[src/rtl/sfi_pair_builder.sv]
// Sliding {prev, curr} instruction-pair builder for the SFI rewrite stage.
// Pairs are queued in a small circular FIFO and tagged when curr is a store.
module sfi_pair_builder #(
  parameter int unsigned DEPTH = 4,
  parameter logic [31:0] NOP   = 32'h0000_0000
) (
  input  logic        clk,
  input  logic        rst,
  input  logic        in_valid,
  output logic        in_ready,
  input  logic [31:0] in_instr,
  input  logic        in_last,
  output logic        out_valid,
  input  logic        out_ready,
  output logic [63:0] out_pair,
  output logic        out_store,
  output logic [15:0] pair_cnt,
  output logic [15:0] store_cnt
);

  localparam int unsigned AW = (DEPTH > 1) ? $clog2(DEPTH) : 1;
  localparam logic [AW:0] FULL = (AW + 1)'(DEPTH);

  function automatic logic is_store(input logic [31:0] instr);
    case (instr[31:26])
      6'h28, 6'h29, 6'h2A, 6'h2B, 6'h2C,
      6'h2D, 6'h2E, 6'h38, 6'h3C, 6'h3F: is_store = 1'b1;
      default:                           is_store = 1'b0;
    endcase
  endfunction

  // Each entry is {store tag, prev, curr}.
  logic [64:0]   mem [DEPTH];
  logic [AW-1:0] rd_ptr;
  logic [AW-1:0] wr_ptr;
  logic [AW:0]   count;
  logic [31:0]   prev;
  logic          push;
  logic          pop;
  logic          curr_store;

  // in_ready comes from the registered count only, so out_ready never reaches it.
  assign in_ready   = (count != FULL);
  assign out_valid  = (count != '0);
  assign push       = in_valid && in_ready;
  assign pop        = out_valid && out_ready;
  assign curr_store = is_store(in_instr);
  assign out_pair   = out_valid ? mem[rd_ptr][63:0] : 64'h0;
  assign out_store  = out_valid && mem[rd_ptr][64];

  always_ff @(posedge clk) begin
    if (push) begin
      mem[wr_ptr] <= {curr_store, prev, in_instr};
    end
  end

  always_ff @(posedge clk) begin
    if (rst) begin
      rd_ptr    <= '0;
      wr_ptr    <= '0;
      count     <= '0;
      prev      <= NOP;
      pair_cnt  <= 16'h0000;
      store_cnt <= 16'h0000;
    end else begin
      if (push) begin
        wr_ptr   <= wr_ptr + 1'b1;
        prev     <= in_last ? NOP : in_instr;
        pair_cnt <= pair_cnt + 16'h0001;
        if (curr_store) begin
          store_cnt <= store_cnt + 16'h0001;
        end
      end
      if (pop) begin
        rd_ptr <= rd_ptr + 1'b1;
      end
      case ({push, pop})
        2'b10:   count <= count + 1'b1;
        2'b01:   count <= count - 1'b1;
        default: count <= count;
      endcase
    end
  end

endmodule

[config.mk]
export PLATFORM = sky130hd
export DESIGN_NAME = sfi_pair_builder
export DESIGN_NICKNAME = d
export VERILOG_FILES = /design/src/rtl/sfi_pair_builder.sv
export SDC_FILE = /design/constraint.sdc
export NUM_CORES = 1
export LEC_CHECK = 0
export ABC_CLOCK_PERIOD_IN_PS = 4200
export BUFFER_PORTS_ARGS = -buffer_cell sky130_fd_sc_hd__buf_2
export CAP_MARGIN = 15
export CORE_ASPECT_RATIO = 2
export CORE_MARGIN = 2
export CORE_UTILIZATION = 58
export DETAILED_ROUTE_END_ITERATION = 7
export PLACE_DENSITY = 0.9
export SYNTH_ARGS = -nofsm -noshare
export SYNTH_HDL_FRONTEND = slang
export SYNTH_SLANG_ARGS = --single-unit
[constraint.sdc]
create_clock -name clk -period 4.2 [get_ports clk]
set_input_delay 0.63 -clock clk [delete_from_list [all_inputs] [get_ports clk]]
set_output_delay 0.63 -clock clk [all_outputs]
set_load 0.02 [all_outputs]
==> results.txt <==
r2r startpoint: count[0]
Synth Register Bits: 333
vias in the first global route: 7377
register area share after synthesis: 0.7171
dpl cells: 1150
Post-synth EDFFs: 260
Tmin final: 3.265 ns
Resized cells post-CTS: 0
Mean Syn Cell Area: 16.72 um2
syn_nets: 818
non-filler cells, final: 1198
Total Routing Usage GR: 0.2276
n_diodes: 0
Peak Freq: 0.3062 GHz
critical path's top delay family: flip-flops
# IOs: 136
H-tree levels: 1
RSZ-0062 raised after global routing: no
critical path launch point type: flop
Cell Pwr Density: 591.9 nW/um2
post-synth cell types: 43
Ys Warns: 0
Setup Buffers After CTS: 0
status: finished clean
Post-layout nets: 947
number of core rows: 77
peak supply drop: 0.4755 mV
Num CTS Buffers: 26
Critical Path, Cell by Cell: buf_4 -> mux4_2 -> and2_1 -> buf_2
final hold vios: 0
die footprint: 23570 um2
pin count of the biggest net entering global routing: 68
1st-pass router iterations: 8
crit path DAT: 2.64 ns
# DRC: 0
first-pass GRT wire length: 40.08 mm
Pleak: 5.061 nW
Synth-to-Final Area Change: 13.30%
relative slew slack: 0.2795
share of cells above drive strength 1: 0.2809
drt wl/cell: 21.88 um
final setup vio count: 0
die height: 215.1 um
placer congestion estimate: 0.7349
CP Class: reg2out
die extent in x: 109.6 um
CTS tree: yes
1st-iter DRT viols: 489
grt ovf: 0
CP Buf/Inv Count: 2
Initial Util: 0.5884
Clock Skew: 0.01665 ns
PortBufs: 135
placed cell areas: 13850 um2
max cap viols: 0
Crit Path Max Fanout: 32
Final ANT Viol Nets: 0
CTS Hold Buffers Added: 0
clock slew seen by the registers of the worst setup and hold paths: 0.07 ns
ys async rst share: 0
Detail Placement HPWL: 15.39 mm
Placeable Area: 21970 um2
drt via density: 5.920
final hold slack: 0.3239 ns
crit path capture type: output port
initial antenna violation count: 0
clk sink count: 333
Synth Instances: 773
clk buf depth: 3
Slowest cell on crit path: dfxtp_4
final core utilization: 0.6667
Hold Crit Start: in_instr[2]
Hold Crit Class: in2reg
Final Max Tran Viols: 0
main flop type after synthesis: edfxtp_1
fin crit share: 0.7775
worst slew pin tran: 1.081 ns
root buf cell: clkbuf_16
Synth Cell Area: 12920 um2
via count: 7092
design area: 14640 um2
CP peak stage delay: 0.76 ns
worst skew pair latency: 0.54 ns
total detailed-routing wirelength: 26.22 mm
setup TNS: 0 ns
Crit path required time: 3.57 ns
==> Yosys cell counts, types with 2 or more instances <==
| cell | number | area (um2) |
|---|---|---|
| edfxtp_1 | 260 | 7807 |
| xor2_1 | 21 | 183.9 |
| nand3b_1 | 32 | 240.2 |
| xnor2_1 | 7 | 61.31 |
| nand4_1 | 11 | 68.82 |
| o21ai_0 | 5 | 25.02 |
| nor4b_1 | 2 | 17.52 |
| or3_1 | 5 | 31.28 |
| dfxtp_1 | 73 | 1461 |
| a21oi_1 | 42 | 210.2 |
| and2_1 | 70 | 437.9 |
| o31ai_1 | 2 | 15.01 |
| buf_1 | 2 | 7.510 |
| ha_1 | 7 | 87.58 |
| inv_1 | 8 | 30.03 |
| mux4_2 | 65 | 1464 |
| clkbuf_1 | 27 | 101.4 |
| nor4_1 | 2 | 12.51 |
| nand3_1 | 8 | 40.04 |
| nor2_1 | 36 | 135.1 |
| or4_1 | 2 | 15.01 |
| nor3_1 | 3 | 15.01 |
| and4_1 | 2 | 17.52 |
| nand2_1 | 52 | 195.2 |
| buf_2 | 8 | 40.04 |
| buf_4 | 4 | 30.03 |
==> worst register-to-register path, stage by stage (launching register included) <==
cell     delay [ns]
dfxtp_1        0.38
or3_2          0.78
and2_1         0.31
ha_1           0.20
inv_1          0.06
fa_1           0.37
xor2_1         0.16
or3_1          0.30
a21oi_1        0.14
==> metrics by stage <==
stage / setup WS, ns / power, W
floorplan: 0.9508 / 0.005726
global placement: 1.442 / 0.006388
detailed placement: 1.344 / 0.006460
CTS: 0.8366 / 0.008737
global route: 0.7654 / 0.009003
finish: 0.9347 / 0.008667
==> cell families (layout without fill, tap and decap cells) <==
logic type                 after synthesis  in the layout  share of synthesized area
AOI/OAI and AO/OA                       52             52                    0.02285
buffers and inverters                   50            199                    0.01646
muxes                                   66             66                     0.1140
and+or+nand+nor                        236            236                     0.1022
xor gates and xnor gates                28             28                    0.01897
DFF                                    333            333                     0.7171
adders and majority gates                8              8                   0.008325
==> layout make-up <==
| class | instances | area (um2) |
|---|---|---|
| Timing Repair Buffer | 142 | 728.2 |
| Sequential cell | 333 | 9276 |
| Inverter | 9 | 33.78 |
| Multi-Input combinational cell | 390 | 3462 |
| Fill cell | 1457 | 7322 |
| Tap cell | 276 | 345.3 |
| Clock buffer | 33 | 718.2 |
| Clock inverter | 15 | 80.08 |
==> per-layer routing <==
metal,vias to the layer above,routed length (um),GRT usage
met1,3589,9266,0.2650
met2,279,14470,0.4053
met5,-,0,0
met4,0,918,0.1034
li1,3175,-,-
met3,49,1561,0.03397
==> state kept, by name, indices dropped and copies added (netlist names), named ones only <==
register	count
mem	260
prev	32
pair_cnt	16
store_cnt	16
count	3
rd_ptr	2
wr_ptr	2
==> placed cells by master (no fill, tap or decap), types with 8 or more instances in the layout <==
cell type / count
a21oi_1: 42
and2_1: 66
buf_2: 135
clkbuf_16: 27
clkinv_1: 8
dfxtp_1: 71
edfxtp_1: 260
inv_1: 8
mux4_2: 65
nand2_1: 52
nand3_1: 8
nand3b_1: 32
nand4_1: 11
nor2_1: 36
xor2_1: 21
==> final timing paths <==
check | to | slack [ns] | depth (start not counted)
worst min register to register | store_cnt[10] | 0.49 | 2
worst min-delay path | mem[2][2] | 0.32 | 1
worst max-delay path | out_pair[58] | 0.93 | 4
worst max register to register | count[2] | 1.42 | 8
==> power breakdown <==
part           switching, W  internal (W)  leakage (nW)  total (W)
Clock               0.00109       0.00121         0.377    0.00231
Combinational       0.00128      0.000955          1.68    0.00223
Sequential         0.000229       0.00390          3.01    0.00413
No activity file was read; power rests on OpenSTA's default activity.
